<file path="config.mk">
export PLATFORM = sky130hd
export DESIGN_NAME = router_out_reader
export DESIGN_NICKNAME = d
export VERILOG_FILES = /design/src/rtl/router_out_reader.sv
export SDC_FILE = /design/constraint.sdc
export NUM_CORES = 1
export LEC_CHECK = 0
export CAP_MARGIN = 15
export CORE_ASPECT_RATIO = 1.1
export CORE_MARGIN = 2
export CORE_UTILIZATION = 53
export DETAILED_ROUTE_END_ITERATION = 10
export GPL_ROUTABILITY_DRIVEN = 0
export PLACE_DENSITY = 0.82
export SYNTH_ARGS = -nofsm -noshare
export SYNTH_HDL_FRONTEND = slang
export SYNTH_SLANG_ARGS = --single-unit
</file>
<file path="constraint.sdc">
create_clock -name clock -period 2.6 [get_ports clock]
set_input_delay 0.39 -clock clock [delete_from_list [all_inputs] [get_ports clock]]
set_output_delay 0.39 -clock clock [all_outputs]
set_load 0.02 [all_outputs]
</file>
<file path="src/rtl/router_out_reader.sv">
// router_out_reader: drains one router output channel and de-frames header/payload/parity
// packets for the local client. Define ROUTER_READER_PARITY_CHK_EN to enable the parity check.
module router_out_reader #(
  parameter logic [1:0] PORT_ADDR  = 2'b00,
  parameter int         READ_DELAY = 0
) (
  input  logic       clock,
  input  logic       reset,
  input  logic       vld_out,
  input  logic [7:0] data_out,
  input  logic       soft_reset,
  output logic       read_enb,
  output logic [7:0] pkt_data,
  output logic       pkt_data_vld,
  output logic [5:0] pkt_len,
  output logic       pkt_done,
  output logic       pkt_err,
  output logic       addr_err,
  output logic       pkt_abort,
  output logic       busy
);

  localparam logic [2:0] IDLE    = 3'd0;
  localparam logic [2:0] WAIT    = 3'd1;
  localparam logic [2:0] HDR_REQ = 3'd2;
  localparam logic [2:0] HDR_CAP = 3'd3;
  localparam logic [2:0] BODY    = 3'd4;
  localparam logic [2:0] DONE    = 3'd5;

  if (READ_DELAY < 0 || READ_DELAY > 20) begin : g_bad_read_delay
    $error("router_out_reader: READ_DELAY must be within 0..20");
  end

  // WAIT occupies exactly READ_DELAY cycles: the counter runs READ_DELAY-1 down to 0.
  localparam logic [4:0] WAIT_INIT = (READ_DELAY > 0) ? 5'(READ_DELAY - 1) : 5'd0;

  logic [2:0] state_q, state_d;
  logic [4:0] wait_cnt_q, wait_cnt_d;
  logic [6:0] req_left_q, req_left_d;
  logic [5:0] rx_cnt_q, rx_cnt_d;
  logic [5:0] len_q, len_d;
  logic       addr_mis_q, addr_mis_d;
  logic       rd_q;
  logic [7:0] data_q, data_d;
  logic       data_vld_q, data_vld_d;
  logic       done_q, done_d;
  logic       addr_err_q, addr_err_d;
  logic       abort_q, abort_d;
`ifdef ROUTER_READER_PARITY_CHK_EN
  logic [7:0] acc_q, acc_d;
  logic       err_q, err_d;
`endif

  logic abort_now;
  logic byte_in;
  logic last_byte;

  assign abort_now = soft_reset && (state_q != IDLE);
  // A byte is on data_out exactly one cycle after each read issued from BODY.
  assign byte_in   = (state_q == BODY) && rd_q;
  assign last_byte = (rx_cnt_q == len_q);

  assign read_enb = !soft_reset &&
                    ((state_q == HDR_REQ) ||
                     ((state_q == BODY) && vld_out && (req_left_q != 7'd0)));

  always_comb begin
    // NOTE: every variable gets a default first so no path through the case infers a latch.
    state_d    = state_q;
    wait_cnt_d = wait_cnt_q;
    req_left_d = req_left_q;
    rx_cnt_d   = rx_cnt_q;
    len_d      = len_q;
    addr_mis_d = addr_mis_q;
    data_d     = data_q;
    data_vld_d = 1'b0;
    done_d     = 1'b0;
    addr_err_d = 1'b0;
    abort_d    = 1'b0;
`ifdef ROUTER_READER_PARITY_CHK_EN
    acc_d      = acc_q;
    err_d      = 1'b0;
`endif

    case (state_q)
      IDLE: begin
        if (vld_out) begin
          state_d    = (READ_DELAY > 0) ? WAIT : HDR_REQ;
          wait_cnt_d = WAIT_INIT;
        end
      end
      WAIT: begin
        if (wait_cnt_q == 5'd0) state_d = HDR_REQ;
        else                    wait_cnt_d = wait_cnt_q - 5'd1;
      end
      HDR_REQ: state_d = HDR_CAP;
      HDR_CAP: begin
        len_d      = data_out[7:2];
        addr_mis_d = (data_out[1:0] != PORT_ADDR);
        req_left_d = {1'b0, data_out[7:2]} + 7'd1;
        rx_cnt_d   = 6'd0;
`ifdef ROUTER_READER_PARITY_CHK_EN
        acc_d      = data_out;
`endif
        state_d    = BODY;
      end
      BODY: begin
        if (read_enb) req_left_d = req_left_q - 7'd1;
        if (byte_in) begin
          if (!last_byte) begin
            data_d     = data_out;
            data_vld_d = 1'b1;
            rx_cnt_d   = rx_cnt_q + 6'd1;
`ifdef ROUTER_READER_PARITY_CHK_EN
            acc_d      = acc_q ^ data_out;
`endif
          end else begin
            done_d     = 1'b1;
            addr_err_d = addr_mis_q;
`ifdef ROUTER_READER_PARITY_CHK_EN
            err_d      = (acc_q != data_out);
`endif
            state_d    = DONE;
          end
        end
      end
      DONE:    state_d = IDLE;
      default: state_d = IDLE;
    endcase

    // A channel flush drops the packet in flight; nothing is reported for it but the abort.
    if (abort_now) begin
      state_d    = IDLE;
      abort_d    = 1'b1;
      data_vld_d = 1'b0;
      done_d     = 1'b0;
      addr_err_d = 1'b0;
`ifdef ROUTER_READER_PARITY_CHK_EN
      err_d      = 1'b0;
`endif
    end
  end

  always_ff @(posedge clock or posedge reset) begin
    if (reset) begin
      state_q    <= IDLE;
      wait_cnt_q <= 5'd0;
      req_left_q <= 7'd0;
      rx_cnt_q   <= 6'd0;
      len_q      <= 6'd0;
      addr_mis_q <= 1'b0;
      rd_q       <= 1'b0;
      data_q     <= 8'd0;
      data_vld_q <= 1'b0;
      done_q     <= 1'b0;
      addr_err_q <= 1'b0;
      abort_q    <= 1'b0;
    end else begin
      // NOTE: non-blocking assignments keep every register sampling pre-edge values.
      state_q    <= state_d;
      wait_cnt_q <= wait_cnt_d;
      req_left_q <= req_left_d;
      rx_cnt_q   <= rx_cnt_d;
      len_q      <= len_d;
      addr_mis_q <= addr_mis_d;
      rd_q       <= read_enb;
      data_q     <= data_d;
      data_vld_q <= data_vld_d;
      done_q     <= done_d;
      addr_err_q <= addr_err_d;
      abort_q    <= abort_d;
    end
  end

`ifdef ROUTER_READER_PARITY_CHK_EN
  always_ff @(posedge clock or posedge reset) begin
    if (reset) begin
      acc_q <= 8'd0;
      err_q <= 1'b0;
    end else begin
      acc_q <= acc_d;
      err_q <= err_d;
    end
  end
  assign pkt_err = err_q;
`else
  assign pkt_err = 1'b0;
`endif

  assign pkt_data     = data_q;
  assign pkt_data_vld = data_vld_q;
  assign pkt_len      = len_q;
  assign pkt_done     = done_q;
  assign addr_err     = addr_err_q;
  assign pkt_abort    = abort_q;
  assign busy         = (state_q != IDLE);

endmodule
</file>
==> impl_metrics.toml, run 1 <==
[timing]
clock_skew_ps = 3.83
fin_crit_sh = 0.980
clock.fmax_ghz = 0.393
setup_viol = 0
fin_ws_ps = 52.6
timing_worst_slew_pin_value_ps = 517
slew_headroom = 0.656
worst_hold_slack_ps = 477
min_period_ps = 2550
report.final.slew_viol_count = 0
timing.final.hold_violations = 0

[layout]
finish.net_count = 263
drive_gt1_frac = 0.113
syn_to_final_growth_pct = 26.1
commonest_cells_after_routing_fill_and_taps_aside = "sky130_fd_sc_hd__dfrtp_1, sky130_fd_sc_hd__nand2_1, sky130_fd_sc_hd__clkdlybuf4s50_1, sky130_fd_sc_hd__buf_4"
fillerInstances = 285
diodes = 0
layout.cells.most_common = "sky130_fd_sc_hd__dfrtp_1"

[drt]
detailroute.via_count = 1633
drt_drc_violations_left = 0
drt-vias-per-instance = 5.48
detail-route-antenna-nets = 0
route.detailed.wl_per_inst_um = 14.5
initialDrtViolationCount = 84
firstDrtPassIters = 4
detail_route.wirelength_um = 4310

[worst_setup_path]
crit-reg2reg-capture = "req_left_q[0]"
regToRegStartpoint = "req_left_q[0]"
setup_crit_start_kind = "flop"
crit_end = "read_enb"
critical-path-max-stage-delay_ps = 460
critical_path_arrival_ps = 2160
timing_worst_setup_path_type = "flop to output pin"
worstPathCellList = "inv_1 -> ha_4 -> or4b_4 -> or3_4 -> a31oi_4 -> nor3_2 -> buf_4"
critical_path_cell_count = 7
critPathLaunch = "req_left_q[0]"
worst_setup_path_end_kind = "output pin"
critical_path_peak_fanout = 3
slowest_stage = "sky130_fd_sc_hd__or4b_4"
critPathBufInv = 2
register_to_register_path_depth = 8
cp_data_required_time_ps = 2210
timing.critical_path.max_delay_family = "simple AND/OR/NAND/NOR gates"
rrSetupSlack_ps = 330

[clocking]
tritoncts = "built"
tritoncts.num_buffers = 5
clockRootBuffer = "sky130_fd_sc_hd__clkbuf_8"
clock_insertion_delay_worst_skew_ps = 300
path_clk_slew_ps = 80
post_cts_hold_buffer_count = 0
cts-htree-levels = 2
clk_path_buf_depth = 2
cts.sinks = 41

[yosys]
syn_inst = 207
dominant_combinational_cell_family_by_area_after_synthesis = "simple AND/OR/NAND/NOR gates"
synth.yosys.seq_area_share = 0.504
synth.cell_area_um2 = 2030
synth_xor_xnor_area_share = 0.0517
synth_fa_ha_area_frac = 0.0246
synth.ff_latch_count = 41
synth-simple-area-share = 0.191
syn_avg_cell_area_um2 = 9.83
synthMuxAreaShare = 0.0547
fraction_of_the_mapped_netlist_area_in_compound_gates = 0.132
ys_warn_count = 0
yosysUniqueCellTypes = 39
mappedNetlistNets = 223

[floorplanning]
floorplan.rows = 23
initial_utilization = 0.557
dieWidth_um = 63.1
ioPinCount = 33
die-area_um2 = 4350
core-area_um2 = 3650
die-height_um = 69.0

[grt]
via_count_of_the_first_global_routing_pass = 1576
maximum_number_of_pins_on_one_net_before_global_route_repair = 42
grt.total_usage = 0.214
grt_first_pass_wirelength_um = 7200
grt_remaining_overflow = 0
grt_antenna_before_repair = 0

[power_and_ir_drop]
switching_share_of_power = 0.388
power.internal_uw = 1630
proportion_of_power_drawn_by_the_clock_network = 0.156
p_switching_uw = 1030
p_per_area_nw_per_um2 = 1040
peakVddDrop_uv = 625
seqPwrFrac = 0.401
totalPowerFinal_uw = 2670
comb_power_share = 0.443
cellLeakagePower_uw = 0.00111

[placement]
hpwlAfterDp_um = 3130
post-place-ws_ps = -7.49
buffer_ports.inserted = 31

[status]
outcome = "complete, no violations"

[min_path]
holdCritPathClass = "flop to flop"

[run]
timing.max_cap.violations = 0
-- through the flow --
| step | setup TNS [ps] | cell area (µm²) | instances | utilization |
|---|---|---|---|---|
| floorplan | 0 | 2030 | 207 | - |
| global placement | 0 | 2450 | 290 | 0.670 |
| detailed placement | -7.49 | 2450 | 290 | 0.670 |
| CTS | 0 | 2530 | 298 | 0.692 |
| global route | -14.5 | 2560 | 298 | 0.702 |
| finish | 0 | 2560 | 298 | 0.702 |
-- flip-flops by register name, summed over array words and instances, names as in the netlist --
signal,count
addr_err,1
addr_mis_q,1
pkt_abort,1
pkt_data,8
pkt_data_vld,1
pkt_done,1
pkt_len,6
rd_q,1
req_left_q,7
rx_cnt_q,6
state_q,3
wait_cnt_q,5
-- final cells by class --
class	instances	area, µm²	area share
multi-input combinational	148	966	0.377
inverter	9	33.8	0.0132
clock inverter	3	17.5	0.00683
tap	50	62.6	0.0244
timing repair buffer	42	390	0.152
clock buffer	5	68.8	0.0268
sequential	41	1030	0.400
-- Yosys cell counts --
cell type | number | area [µm²]
sky130_fd_sc_hd__xnor2_1 | 10 | 87.6
sky130_fd_sc_hd__clkbuf_1 | 6 | 22.5
sky130_fd_sc_hd__nor4_1 | 2 | 12.5
sky130_fd_sc_hd__o21ai_0 | 5 | 25.0
sky130_fd_sc_hd__nor3b_1 | 2 | 15.0
sky130_fd_sc_hd__xor2_1 | 2 | 17.5
sky130_fd_sc_hd__o21ai_1 | 9 | 45.0
sky130_fd_sc_hd__conb_1 | 1 | 3.75
sky130_fd_sc_hd__nand3_1 | 11 | 55.1
sky130_fd_sc_hd__nor2b_1 | 2 | 12.5
sky130_fd_sc_hd__inv_1 | 9 | 33.8
sky130_fd_sc_hd__a21oi_1 | 11 | 55.1
sky130_fd_sc_hd__and4_1 | 1 | 8.76
sky130_fd_sc_hd__ha_1 | 4 | 50.1
sky130_fd_sc_hd__or3_4 | 1 | 11.3
sky130_fd_sc_hd__nand2_1 | 33 | 124
sky130_fd_sc_hd__buf_6 | 1 | 11.3
sky130_fd_sc_hd__a221oi_1 | 1 | 8.76
sky130_fd_sc_hd__o211ai_1 | 3 | 22.5
sky130_fd_sc_hd__buf_4 | 1 | 7.51
sky130_fd_sc_hd__and2_1 | 2 | 12.5
sky130_fd_sc_hd__or4b_1 | 1 | 10.0
sky130_fd_sc_hd__nor2_1 | 9 | 33.8
sky130_fd_sc_hd__nor3_1 | 6 | 30.0
sky130_fd_sc_hd__mux2_1 | 9 | 101
sky130_fd_sc_hd__a21boi_1 | 1 | 7.51
sky130_fd_sc_hd__or3_1 | 3 | 18.8
sky130_fd_sc_hd__and3_1 | 1 | 6.26
sky130_fd_sc_hd__mux2i_1 | 1 | 10.0
sky130_fd_sc_hd__nand4_1 | 1 | 6.26
sky130_fd_sc_hd__dfrtp_1 | 41 | 1030
sky130_fd_sc_hd__or4b_4 | 1 | 13.8
sky130_fd_sc_hd__buf_2 | 1 | 5.00
sky130_fd_sc_hd__o31ai_1 | 3 | 22.5
sky130_fd_sc_hd__a31oi_1 | 2 | 12.5
sky130_fd_sc_hd__a41o_4 | 1 | 21.3
sky130_fd_sc_hd__a22o_1 | 3 | 26.3
sky130_fd_sc_hd__nand2b_1 | 3 | 18.8
sky130_fd_sc_hd__o21bai_1 | 3 | 22.5
-- cells by family after synthesis --
group / count (synthesis)
simple gates: 79
compound gates: 42
flops: 41
buf+inv: 18
xor+xnor: 12
mux: 10
fa+ha+maj: 4
other cells: 1
-- power by group through the flow --
stage	sequential, µW	combinational (µW)	clock [µW]
final	1070	1180	416
after global routing	1110	1300	440
after CTS	1070	1160	424
after detailed placement	1080	1150	0
after global placement	1070	1120	0
after floorplan	1160	547	0
-- how the worst min path moves through the flow --
stage,end,cells past startpoint,slack (ps),from
3_5_place_dp,addr_mis_q,2,460,addr_mis_q
2_1_floorplan,addr_mis_q,2,430,addr_mis_q
6_report,addr_mis_q,2,480,addr_mis_q
5_1_grt,addr_mis_q,2,510,addr_mis_q
4_1_cts,addr_mis_q,2,480,addr_mis_q
3_3_place_gp,addr_mis_q,2,450,addr_mis_q
-- per-layer routing --
layer  track usage  vias up  wire length, µm
li1              -      799                -
met1         0.251      802             1890
met2         0.404       26             2250
met3        0.0406        6              123
met4        0.0639        0               49
met5             0        -                0
-- tightest hold or removal path, cell delays in order (launching register included) --
cell and delay [ps]:
sky130_fd_sc_hd__dfrtp_1 340, sky130_fd_sc_hd__nand2_1 60, sky130_fd_sc_hd__nand2_1 50
-- what timing repair did --
| item | 4_1_cts | 5_1_grt |
|---|---|---|
| setup buffers | 0 | 0 |
| cloned | 0 | 0 |
| pin swaps | 0 | 2 |
| resized for setup | 5 | 7 |
| setup endpoints to repair | 1 | 1 |
(Power assumes the default switching activity.)
==> inputs of run 2 (changes only) <==
Clock period 2.6 ns to 2.8 ns, I/O delays scaled along.
==> run 2 against run 1 <==
Sequential cell count stayed put. Sequential power is 7% lower. Clock skew is 1.8 ps higher. Combinational power is 14% lower. Non-clock buffer count is 6 lower. Die area stayed put. Largest power group unchanged.
==> impl_metrics.toml, run 2 (synthesized netlist as in run 1, its figures left out) <==
[status]
outcome = "complete, no violations"

[clocking]
tritoncts.num_buffers = 5
path_clk_slew_ps = 80
cts.sinks = 41
cts_repair_resize_count = 2
post_cts_hold_buffer_count = 0
clock_insertion_delay_worst_skew_ps = 300
clockRootBuffer = "sky130_fd_sc_hd__clkbuf_8"
clk_path_buf_depth = 2
post_cts.repair.setup_buffers = 0
cts-htree-levels = 2
tritoncts = "built"

[floorplanning]
dieWidth_um = 63.1
die-height_um = 69.0
ioPinCount = 33
core-area_um2 = 3650
floorplan.rows = 23
initial_utilization = 0.557
die-area_um2 = 4350

[layout]
layoutNonFillerInstCount = 292
post-route-util = 0.688
area_of_the_multi_input_gates_um2 = 933
fillerInstances = 284
number_of_flip_flops_under_the_largest_register_name = 8
commonest_cells_after_routing_fill_and_taps_aside = "sky130_fd_sc_hd__dfrtp_1, sky130_fd_sc_hd__nand2_1, sky130_fd_sc_hd__clkdlybuf4s50_1, sky130_fd_sc_hd__nand3_1, sky130_fd_sc_hd__a21oi_1"
seq_area_um2 = 1030
layout.cells.most_common = "sky130_fd_sc_hd__dfrtp_1"
finish.net_count = 257
drive_gt1_frac = 0.0702
diodes = 0
syn_to_final_growth_pct = 23.6

[worst_setup_path]
register_to_register_path_depth = 7
setup_crit_start_kind = "flop"
critical_path_arrival_ps = 2220
critical_path_cell_count = 7
rrSetupSlack_ps = 580
worst_setup_path_end_kind = "output pin"
slowest_stage = "sky130_fd_sc_hd__or4b_4"
crit_end = "read_enb"
critPathLaunch = "req_left_q[0]"
critical_path_peak_fanout = 5
regToRegStartpoint = "req_left_q[0]"
critPathBufInv = 2
timing_worst_setup_path_type = "flop to output pin"
worstPathCellList = "inv_1 -> ha_1 -> or4b_4 -> or3_4 -> a31oi_1 -> nor3_1 -> clkbuf_2"
cp_data_required_time_ps = 2380
crit-reg2reg-capture = "req_left_q[2]"
critical-path-max-stage-delay_ps = 480
timing.critical_path.max_delay_family = "simple AND/OR/NAND/NOR gates"

[drt]
detailroute.via_count = 1615
firstDrtPassIters = 4
drt-vias-per-instance = 5.53
drt_drc_violations_left = 0
detail-route-antenna-nets = 0
detail_route.wirelength_um = 4220
initialDrtViolationCount = 71
route.detailed.wl_per_inst_um = 14.4

[placement]
hpwlAfterDp_um = 2950
placed_cells = 284
buffer_ports.inserted = 31

[timing]
timing.final.hold_violations = 0
min_period_ps = 2640
clock_skew_ps = 5.61
grt_setup_unrepaired = "no"
timing_worst_slew_pin_value_ps = 508
setup_viol = 0
clock.fmax_ghz = 0.379
slew_headroom = 0.661
worst_hold_slack_ps = 492
fin_crit_sh = 0.942
setup_tns_ps = 0
report.final.slew_viol_count = 0

[grt]
via_count_of_the_first_global_routing_pass = 1537
grt_remaining_overflow = 0
grt_first_pass_wirelength_um = 7120
maximum_number_of_pins_on_one_net_before_global_route_repair = 42
grt.total_usage = 0.219
grt_antenna_before_repair = 0

[power_and_ir_drop]
p_per_area_nw_per_um2 = 997
peakVddDrop_uv = 590
totalPowerFinal_uw = 2510
cellLeakagePower_uw = 0.00109

[min_path]
holdCritPathClass = "flop to flop"

[run]
timing.max_cap.violations = 0
-- run 2: per-layer routing --
| layer | track usage | share of wire | vias up |
|---|---|---|---|
| met5 | 0 | 0 | - |
| met4 | 0.117 | 0.030 | 0 |
| met3 | 0.0487 | 0.037 | 13 |
| met2 | 0.374 | 0.50 | 39 |
| met1 | 0.263 | 0.44 | 777 |
| li1 | - | - | 786 |
-- run 2: power breakdown --
part / internal [µW] / switching [µW]
sequential: 799 / 197
combinational: 493 / 523
clock: 291 / 204
total: 1580 / 924
-- run 2: worst min path at each step --
stage                from    endpoint  slack [ps]  cells past startpoint
3_5_place_dp   addr_mis_q  addr_mis_q         480                      2
6_report       addr_mis_q  addr_mis_q         490                      2
5_1_grt        addr_mis_q    addr_err         510                      1
3_3_place_gp   addr_mis_q  addr_mis_q         450                      2
2_1_floorplan  addr_mis_q  addr_mis_q         430                      2
4_1_cts        addr_mis_q  addr_mis_q         490                      2
-- run 2: worst register-to-register path: cells and delay by family (launching register included) --
family,cells,cell delay (ps)
AND/OR/NAND/NOR,2,840
AO/OA/AOI/OAI,3,650
flip-flops,1,420
adder cells (fa/ha/maj),1,180
buffers and inverters,1,70
-- run 2: layout make-up --
class,count,share of cell area
clock inverter,1,0.0119
timing repair buffer,36,0.136
tap,50,0.0249
clock buffer,7,0.0343
multi-input combinational,148,0.371
sequential,41,0.408
inverter,9,0.0134
-- run 2: metrics by stage --
step | cell area, µm² | setup slack (ps)
detailed placement | 2400 | 92.6
floorplan | 2030 | 676
global route | 2510 | 41.9
CTS | 2520 | 10.8
global placement | 2400 | 141
finish | 2510 | 162
